### config.mk
export PLATFORM = sky130hd
export DESIGN_NAME = vram_arbiter
export DESIGN_NICKNAME = d
export VERILOG_FILES = /design/src/rtl/vram_arbiter.sv
export SDC_FILE = /design/constraint.sdc
export NUM_CORES = 1
export LEC_CHECK = 0
export BUFFER_PORTS_ARGS = -buffer_cell sky130_fd_sc_hd__buf_2
export CORE_MARGIN = 2
export CORE_UTILIZATION = 40
export CTS_CLUSTER_DIAMETER = 120
export DETAILED_ROUTE_END_ITERATION = 7
export SLEW_MARGIN = 20
export SYNTH_ARGS = -nofsm -noshare
export SYNTH_HDL_FRONTEND = slang
export SYNTH_SLANG_ARGS = --single-unit
### constraint.sdc
create_clock -name clk -period 2.6 [get_ports clk]
set_input_delay 0.13 -clock clk [delete_from_list [all_inputs] [get_ports clk]]
set_output_delay 0.13 -clock clk [all_outputs]
set_load 0.02 [all_outputs]
### src/rtl/vram_arbiter.sv
// Character RAM arbiter: renderer reads have priority, buffered CPU writes
// and a screen-clear sweep fill the free slots, with a starvation guard.
module vram_arbiter #(
    parameter int                ADDR_W       = 14,
    parameter int                DATA_W       = 8,
    parameter int                FIFO_DEPTH   = 4,
    parameter int                STARVE_LIMIT = 64,
    parameter int                CLEAR_WORDS  = 2400,
    parameter logic [DATA_W-1:0] CLEAR_CHAR   = 8'h20
) (
    input  logic              clk,
    input  logic              rst,
    input  logic              rd_req,
    input  logic [ADDR_W-1:0] rd_addr,
    output logic [DATA_W-1:0] rd_data,
    output logic              rd_valid,
    input  logic              cpu_wr_valid,
    output logic              cpu_wr_ready,
    input  logic [ADDR_W-1:0] cpu_wr_addr,
    input  logic [DATA_W-1:0] cpu_wr_data,
    input  logic              clr_start,
    output logic              clr_busy,
    output logic              wr_pending,
    output logic [ADDR_W-1:0] mem_addr,
    output logic              mem_we,
    output logic [DATA_W-1:0] mem_wdata,
    input  logic [DATA_W-1:0] mem_rdata
);

    localparam int PTR_W = $clog2(FIFO_DEPTH);
    localparam int CNT_W = $clog2(STARVE_LIMIT + 2);
    localparam logic [PTR_W:0]    FULL_LVL = (PTR_W + 1)'(FIFO_DEPTH);
    localparam logic [CNT_W-1:0]  LIM      = CNT_W'(STARVE_LIMIT);
    localparam logic [ADDR_W-1:0] CLR_LAST = ADDR_W'(CLEAR_WORDS - 1);

    typedef enum logic [1:0] {
        IDLE,
        DRAIN,
        CLEAR
    } state_t;

    state_t            state_q;
    logic [ADDR_W-1:0] clr_addr_q;
    logic              clr_busy_q;

    logic [ADDR_W-1:0] fifo_addr_q [FIFO_DEPTH];
    logic [DATA_W-1:0] fifo_data_q [FIFO_DEPTH];
    logic [PTR_W-1:0]  wptr_q;
    logic [PTR_W-1:0]  rptr_q;
    logic [PTR_W:0]    level_q;
    logic [PTR_W:0]    level_d;

    logic [CNT_W-1:0]  starve_q;
    logic [CNT_W-1:0]  starve_d;

    logic              rd_gnt_q;
    logic              rd_valid_q;
    logic [DATA_W-1:0] rd_data_q;

    logic empty;
    logic full;
    logic sweeping;
    logic wr_avail;
    logic forced;
    logic rd_gnt;
    logic wr_gnt;
    logic push;
    logic pop;

    assign empty    = (level_q == '0);
    assign full     = (level_q == FULL_LVL);
    assign sweeping = (state_q == CLEAR);
    assign wr_avail = sweeping | ~empty;
    assign forced   = (STARVE_LIMIT != 0) && (starve_q == LIM);

    // Grants are suppressed in the reset cycle so nothing reaches the RAM.
    assign rd_gnt = rd_req & ~forced & ~rst;
    assign wr_gnt = ~rd_gnt & wr_avail & ~rst;

    assign cpu_wr_ready = (state_q == IDLE) && !full;
    assign push         = cpu_wr_valid & cpu_wr_ready;
    assign pop          = wr_gnt & ~sweeping;

    assign mem_we    = wr_gnt;
    assign mem_addr  = !wr_gnt ? rd_addr :
                       sweeping ? clr_addr_q : fifo_addr_q[rptr_q];
    assign mem_wdata = sweeping ? CLEAR_CHAR : fifo_data_q[rptr_q];

    assign rd_data    = rd_data_q;
    assign rd_valid   = rd_valid_q;
    assign clr_busy   = clr_busy_q;
    assign wr_pending = ~empty;

    always_comb begin
        level_d = level_q;
        if (push && !pop) begin
            level_d = level_q + 1'b1;
        end else if (pop && !push) begin
            level_d = level_q - 1'b1;
        end
    end

    always_comb begin
        starve_d = starve_q;
        if (wr_gnt || !wr_avail) begin
            starve_d = '0;
        end else if (rd_req && starve_q != LIM) begin
            starve_d = starve_q + 1'b1;
        end
    end

    always_ff @(posedge clk) begin
        if (rst) begin
            state_q    <= IDLE;
            clr_addr_q <= '0;
            clr_busy_q <= 1'b0;
        end else begin
            unique case (state_q)
                IDLE: begin
                    if (clr_start) begin
                        state_q    <= DRAIN;
                        clr_busy_q <= 1'b1;
                    end
                end
                DRAIN: begin
                    if (empty) begin
                        state_q    <= CLEAR;
                        clr_addr_q <= '0;
                    end
                end
                CLEAR: begin
                    if (wr_gnt) begin
                        clr_addr_q <= clr_addr_q + 1'b1;
                        if (clr_addr_q == CLR_LAST) begin
                            state_q    <= IDLE;
                            clr_busy_q <= 1'b0;
                        end
                    end
                end
                default: begin
                    state_q    <= IDLE;
                    clr_busy_q <= 1'b0;
                end
            endcase
        end
    end

    always_ff @(posedge clk) begin
        if (rst) begin
            wptr_q   <= '0;
            rptr_q   <= '0;
            level_q  <= '0;
            starve_q <= '0;
        end else begin
            if (push) begin
                wptr_q <= wptr_q + 1'b1;
            end
            if (pop) begin
                rptr_q <= rptr_q + 1'b1;
            end
            level_q  <= level_d;
            starve_q <= starve_d;
        end
    end

    always_ff @(posedge clk) begin
        if (push) begin
            fifo_addr_q[wptr_q] <= cpu_wr_addr;
            fifo_data_q[wptr_q] <= cpu_wr_data;
        end
    end

    // Stage 1 tracks the RAM access, stage 2 captures its data.
    always_ff @(posedge clk) begin
        if (rst) begin
            rd_gnt_q   <= 1'b0;
            rd_valid_q <= 1'b0;
            rd_data_q  <= '0;
        end else begin
            rd_gnt_q   <= rd_gnt;
            rd_valid_q <= rd_gnt_q;
            if (rd_gnt_q) begin
                rd_data_q <= mem_rdata;
            end
        end
    end

endmodule

-- Yosys cells after proc, flatten, opt, wreduce, memory -nomap -nowiden
Memory sizes are Yosys's and may differ from the RTL's. A register that Yosys moved wholly into a read port is not among the register bits.
Cells that the tools add are included.
Widths: inputs -> output; s select.
- bitwise logic cells: 13
- add/sub/neg operators: 6
- equality and inequality tests: 10
- reduce and logical (&&, ||, !) cells: 17
- mux-type cells: 23
- operators by type and width (cell ; count):
    $mux 14 ; 4
    $pmux 14 s2 ; 1
    $mux 2 ; 8
    $add 14x1->14 const B ; 1
    $eq 14x12->1 const B ; 1
    $mux 8 ; 1
    $reduce_and 4->1 ; 2
    $add 7x1->7 const B ; 1
    $eq 7x7->1 const B ; 1
    $ne 7x7->1 const B ; 1
    $and 1x1->1 ; 6
    $mux 3 ; 2
    $not 1->1 ; 6
    $pmux 2 s3 ; 1
    $mux 1 ; 5
    $add 2x1->2 const B ; 2
    $logic_and 1x1->1 ; 4
    $logic_not 1->1 ; 4
    $ne 2x1->1 const B ; 2
    $ne 2x2->1 const B ; 2
    $reduce_bool 2->1 ; 2
    $add 3x1->3 const B ; 1
    $eq 3x3->1 const B ; 1
    $logic_not 3->1 ; 1
    other kinds (9) ; 9
- output and inout port bits: 35
- bits of input ports: 49
- register bits: 41
- memories kept: 2
- bits in writable memories: 88
- word-level logic and storage cells: 81
- memory list (memory ; depth ; width ; read ports ; clocked after Yosys merged registers in ; wr ports ; line ; text):
    fifo_addr_q ; 4 ; 14 ; 1 ; 1 ; 1 ; 46 ; logic [ADDR_W-1:0] fifo_addr_q [FIFO_DEPTH];
    fifo_data_q ; 4 ; 8 ; 1 ; 1 ; 1 ; 47 ; logic [DATA_W-1:0] fifo_data_q [FIFO_DEPTH];

-- Depth between registers and ports, before layout
- depth in word-level cells: 11
- gate-level depth with buffers: 11
- depth with buffers taken out: 11

-- Worst setup path before layout
OpenSTA, ideal clock, no wires.
- path type: register to register
- start: register level_q[0]
- end: register level_q[2]
- library setup time: 0.070 ns
- slack: 0.148 ns
- required time: 2.530 ns
- cell stages (with the launch flop): 9
- buffers on the path: 0
- arrival: 2.381 ns
- period minus slack after synthesis: 2.452 ns
- path through: dfxtp_1 > nor2_1 > a2111oi_2 > ha_1 > inv_1 > fa_1 > xor2_1 > or3_1 > a21oi_1
- elaborated cells on any way between the ends: 19
- those cells by class: 2 x add/sub; 1 x eq/ne; 2 x mux; 6 x bitwise; 8 x reduce/logical
- RTL lines (element ; line ; text):
    start: declaration ; 50 ; logic [PTR_W:0] level_q;
    start signal: assignment ; 161 ; level_q <= level_d;
    $eq 3x3->1 * ; 71 ; assign full = (level_q == FULL_LVL);
    $logic_not 1->1 * ; 80 ; assign cpu_wr_ready = (state_q == IDLE) && !full;
    $logic_and 1x1->1 * ; 80 ;
    $and 1x1->1 * ; 81 ; assign push = cpu_wr_valid & cpu_wr_ready;
    net push ; 67 ; logic push;
    $logic_not 1->1 ; 98 ; end else if (pop && !push) begin
    $logic_and 1x1->1 ; 98 ;
    $reduce_bool 2->1 (no source line) ; n/a ;
Mark *: on every way through the listed nets, which the timed path passes. The rest lies on a longest branch. The select of a mux whose other input is x is not followed.
A chain may end at the register's enable or synchronous reset.

-- Worst setup path in the final report
- start: register starve_q[2]
- end: output mem_addr[12]
- longest elaborated chain between the ends: 8
- RTL lines (element ; line ; text):
    start: declaration ; 53 ; logic [CNT_W-1:0] starve_q;
    start signal: assignment ; 162 ; starve_q <= starve_d;
    $eq 7x7->1 ; 74 ; assign forced = (STARVE_LIMIT != 0) && (starve_q == LIM);
    $not 1->1 ; 77 ; assign rd_gnt = rd_req & ~forced & ~rst;
    $and 1x1->1 (2 in series) ; 77 ;
    $not 1->1 ; 78 ; assign wr_gnt = ~rd_gnt & wr_avail & ~rst;
    $and 1x1->1 (2 in series) ; 78 ;
    $mux 14 ; 85 ; assign mem_addr = !wr_gnt ? rd_addr :
    end: declaration ; 24 ; output logic [ADDR_W-1:0] mem_addr,
Every way passes these cells.

==> results.py <==
metrics = {
    "die": {
        "initial_standard_cell_utilization_of_the_core_pct": 40.8,
        "io_pins": 84,
        "core_area_sq_um": 13800,
        "die_width_microns": 123,
        "die-height_microns": 123,
        "cell_rows": 43,
        "area_of_the_die_sq_um": 15100,
    },
    "logic_synthesis": {
        "postSynthCellCount": 411,
        "postSynthRegisterBits": 131,
        "synthTopCellsByArea": "edfxtp_1 (47%), dfxtp_1 (15%), mux4_2 (8.8%), mux2i_1 (3.0%), a221o_1 (2.3%)",
        "ys_seq_area_share_pct": 62.0,
        "async_reset_ff_share_pct": 0,
        "syn_nets": 469,
        "synth.most_common_cell": "edfxtp_1",
        "yosysTopAreaCellShare_pct": 46.8,
        "synthesis.area_sq_um": 5650,
        "synth_top_cell_by_area": "edfxtp_1",
        "synth-warning-count": 0,
        "ys.flop_type": "edfxtp_1",
        "edff_count_synth": 88,
        "count_of_unique_library_cells_instantiated_by_yosys": 54,
        "synth.top_cells.by_count": "edfxtp_1 (88), dfxtp_1 (43), nand2_1 (29)",
        "avgSynthCellArea_sq_um": 13.7,
    },
    "clock_network": {
        "clock_tree.htree_level_count": 4,
        "tritoncts_clock_tree": "yes",
        "cts_root_buf": "clkbuf_16",
        "cts_made_buffers": 17,
        "worst_setup_hold_path_clk_slew_ns": 0.06,
        "clk_path_buf_depth": 2,
        "worstSkewPairLatency_ns": 0.41,
        "numClockSinks": 131,
    },
    "routing": {
        "drt-pass1-iter-count": 5,
        "drc": 0,
        "wire_per_inst_microns": 16.8,
        "routed-via-count": 3768,
        "drt.antenna.violating_nets": 0,
        "drt_first_iter_violations": 174,
        "drt-vias-per-instance": 5.18,
        "postRouteWirelength_microns": 12200,
    },
    "place": {
        "place.detailed.instances": 665,
        "gp_routability_congestion": 0.843,
        "placement.setup.worst_slack_ns": 0.193,
        "dp_hpwl_microns": 8040,
        "dpl_cell_area_sq_um": 6300,
        "numPortBuffers": 83,
    },
    "pwr": {
        "power.static_leakage_uw": 0.00267,
        "powerDensity_nw_per_um2": 941,
        "vdd_ir_drop_max_mv": 0.779,
    },
    "worst_setup_path": {
        "dominant_delay_contributor_by_cell_family_on_the_critical_path": "simple AND/OR/NAND/NOR gates",
        "worst-endpoint-required_ns": 2.47,
        "reg2reg_from": "level_q[0]",
        "critical_path_peak_fanout": 26,
        "start_kind": "flop",
        "timing_worst_setup_path_type": "reg2out",
        "crit_path_max_incr_delay_ns": 0.58,
        "worstSetupStartpoint": "starve_q[2]",
        "timing.critical_path.slowest_stage_cell": "or4b_4",
        "worst-path-buf-inv": 2,
        "critical_path.cell_chain": "or4b_4 > o21a_4 > nor2_4 > buf_4 > a221o_1 > buf_2",
        "crit_arrival_ns": 2.38,
        "endpoint_kind": "output port",
    },
    "final_layout": {
        "num_antenna_cells": 0,
        "area_delta_synth_final_pct": 28.4,
        "post_route_cells_drive_above_1_share_pct": 30.2,
        "num-nets-final": 592,
        "layout_cells_excl_fill": 727,
        "total_non_filler_cell_area_in_the_finished_layout_sq_um": 7250,
    },
    "sta": {
        "timing_worst_slew_pin_value_ns": 0.653,
        "final.period_utilization_pct": 96.5,
        "clock.fmax_mhz": 399,
        "timing.max_slew.rel_slack_pct": 56.4,
        "report.final.hold_viol_count": 0,
        "post-route-worst-setup-slack_ns": 0.0919,
        "finalSetupTns_ns": 0,
        "period_needed_ns": 2.51,
        "final.setup_skew_ns": 0.00511,
        "setup_viol": 0,
        "unrepaired_setup_endpoints_after_global_routing": "no",
        "final_slew_violations": 0,
    },
    "job": {
        "cap_violations": 0,
    },
    "grt": {
        "grt_use_total_pct": 17.4,
        "first_global_vias": 3810,
        "grt_start_max_net_pins": 27,
        "antenna_found_initial": 0,
        "wire_length_of_the_first_global_routing_pass_microns": 19500,
        "global_route.overflow_total": 0,
    },
    "min_path": {
        "holdCritStartpoint": "clr_start",
        "holdCritPathClass": "in2reg",
    },
    "status": {
        "status": "complete, no violations",
    },
}
-- where the power goes --
group / switching (uW) / total, uW / internal (uW) / leakage [uW]
Sequential: 120 / 2610 / 2490 / 0.00115
Clock: 862 / 2460 / 1600 / 0.000297
Combinational: 1010 / 1750 / 743 / 0.00122
-- worst min-delay path, cell delays in order --
cell and delay [ns]:
buf_2 0.12, nor2_1 0.07, a2111oi_0 0.06
-- final cells by class --
type                            count  area, sq um
Fill cell                        1200         6580
Sequential cell                   131         3500
Multi-Input combinational cell    246         2040
Timing Repair Buffer              128          828
Clock buffer                       18          429
Tap cell                          180          225
Clock inverter                     14          184
Inverter                           10         37.5
-- worst paths after layout --
check	slack (ns)	cells after the start	endpoint
max	0.09	6	mem_addr[12]
min	0.03	3	state_q[0]
max reg2reg	0.19	8	level_q[2]
min reg2reg	0.47	1	starve_q[0]
-- per-layer routing --
| layer | track usage (%) | routed length, microns | vias up |
|---|---|---|---|
| met5 | 0 | 0 | - |
| met4 | 5.32 | 177 | 0 |
| met3 | 5.48 | 542 | 13 |
| met2 | 28.6 | 5840 | 98 |
| met1 | 22.0 | 5650 | 1841 |
| li1 | - | - | 1816 |
-- timing repair --
item | in CTS | in global routing
setup buffers | 0 | 0
gates resized for setup | 1 | 4
endpoints found under the setup margin | 4 | 14
hold endpoints to repair | 96 | 0
hold buffers | 30 | 0
-- stage by stage --
stage / hold WS, ns / power [uW] / utilization, %
after floorplan: 0.229 / 3800 / -
after global placement: 0.341 / 4320 / 45.6
after detailed placement: 0.345 / 4350 / 45.6
after CTS: 0.00279 / 6860 / 52.2
after global routing: 0.0399 / 7150 / 52.4
final: 0.0302 / 6820 / 52.4
-- flip-flops by register name, summed over array words and instances, names as in the netlist, named ones only --
| signal | cells |
|---|---|
| fifo_addr_q | 56 |
| clr_busy | 1 |
| starve_q | 7 |
| rd_data | 8 |
| rptr_q | 2 |
| fifo_data_q | 32 |
| level_q | 3 |
| clr_addr_q | 14 |
| rd_gnt_q | 1 |
| wptr_q | 2 |
| state_q | 2 |
| rd_valid | 1 |
-- cell usage in the layout, fill, tap and decap left out, types with 15 or more instances in the layout --
cell type and instances:
edfxtp_1 88, buf_2 83, dfxtp_1 43, dlygate4sd3_1 30, nand2_1 29, nor2_1 27, mux4_2 22, mux2i_1 17
clkbuf_16 17, nor3_1 15, buf_4 15
-- kinds of logic (layout without fill, tap and decap cells) --
logic type	count (synthesis)	in the layout	share of synthesized area, %
AOI/OAI and AO/OA	56	56	7.71
buffers and inverters	34	170	2.46
muxes	41	41	12.2
DFF	131	131	62.0
and+or+nand+nor	132	132	12.3
xor gates and xnor gates	8	8	1.24
adders and majority gates	9	9	2.13
(Power assumes the default switching activity.)
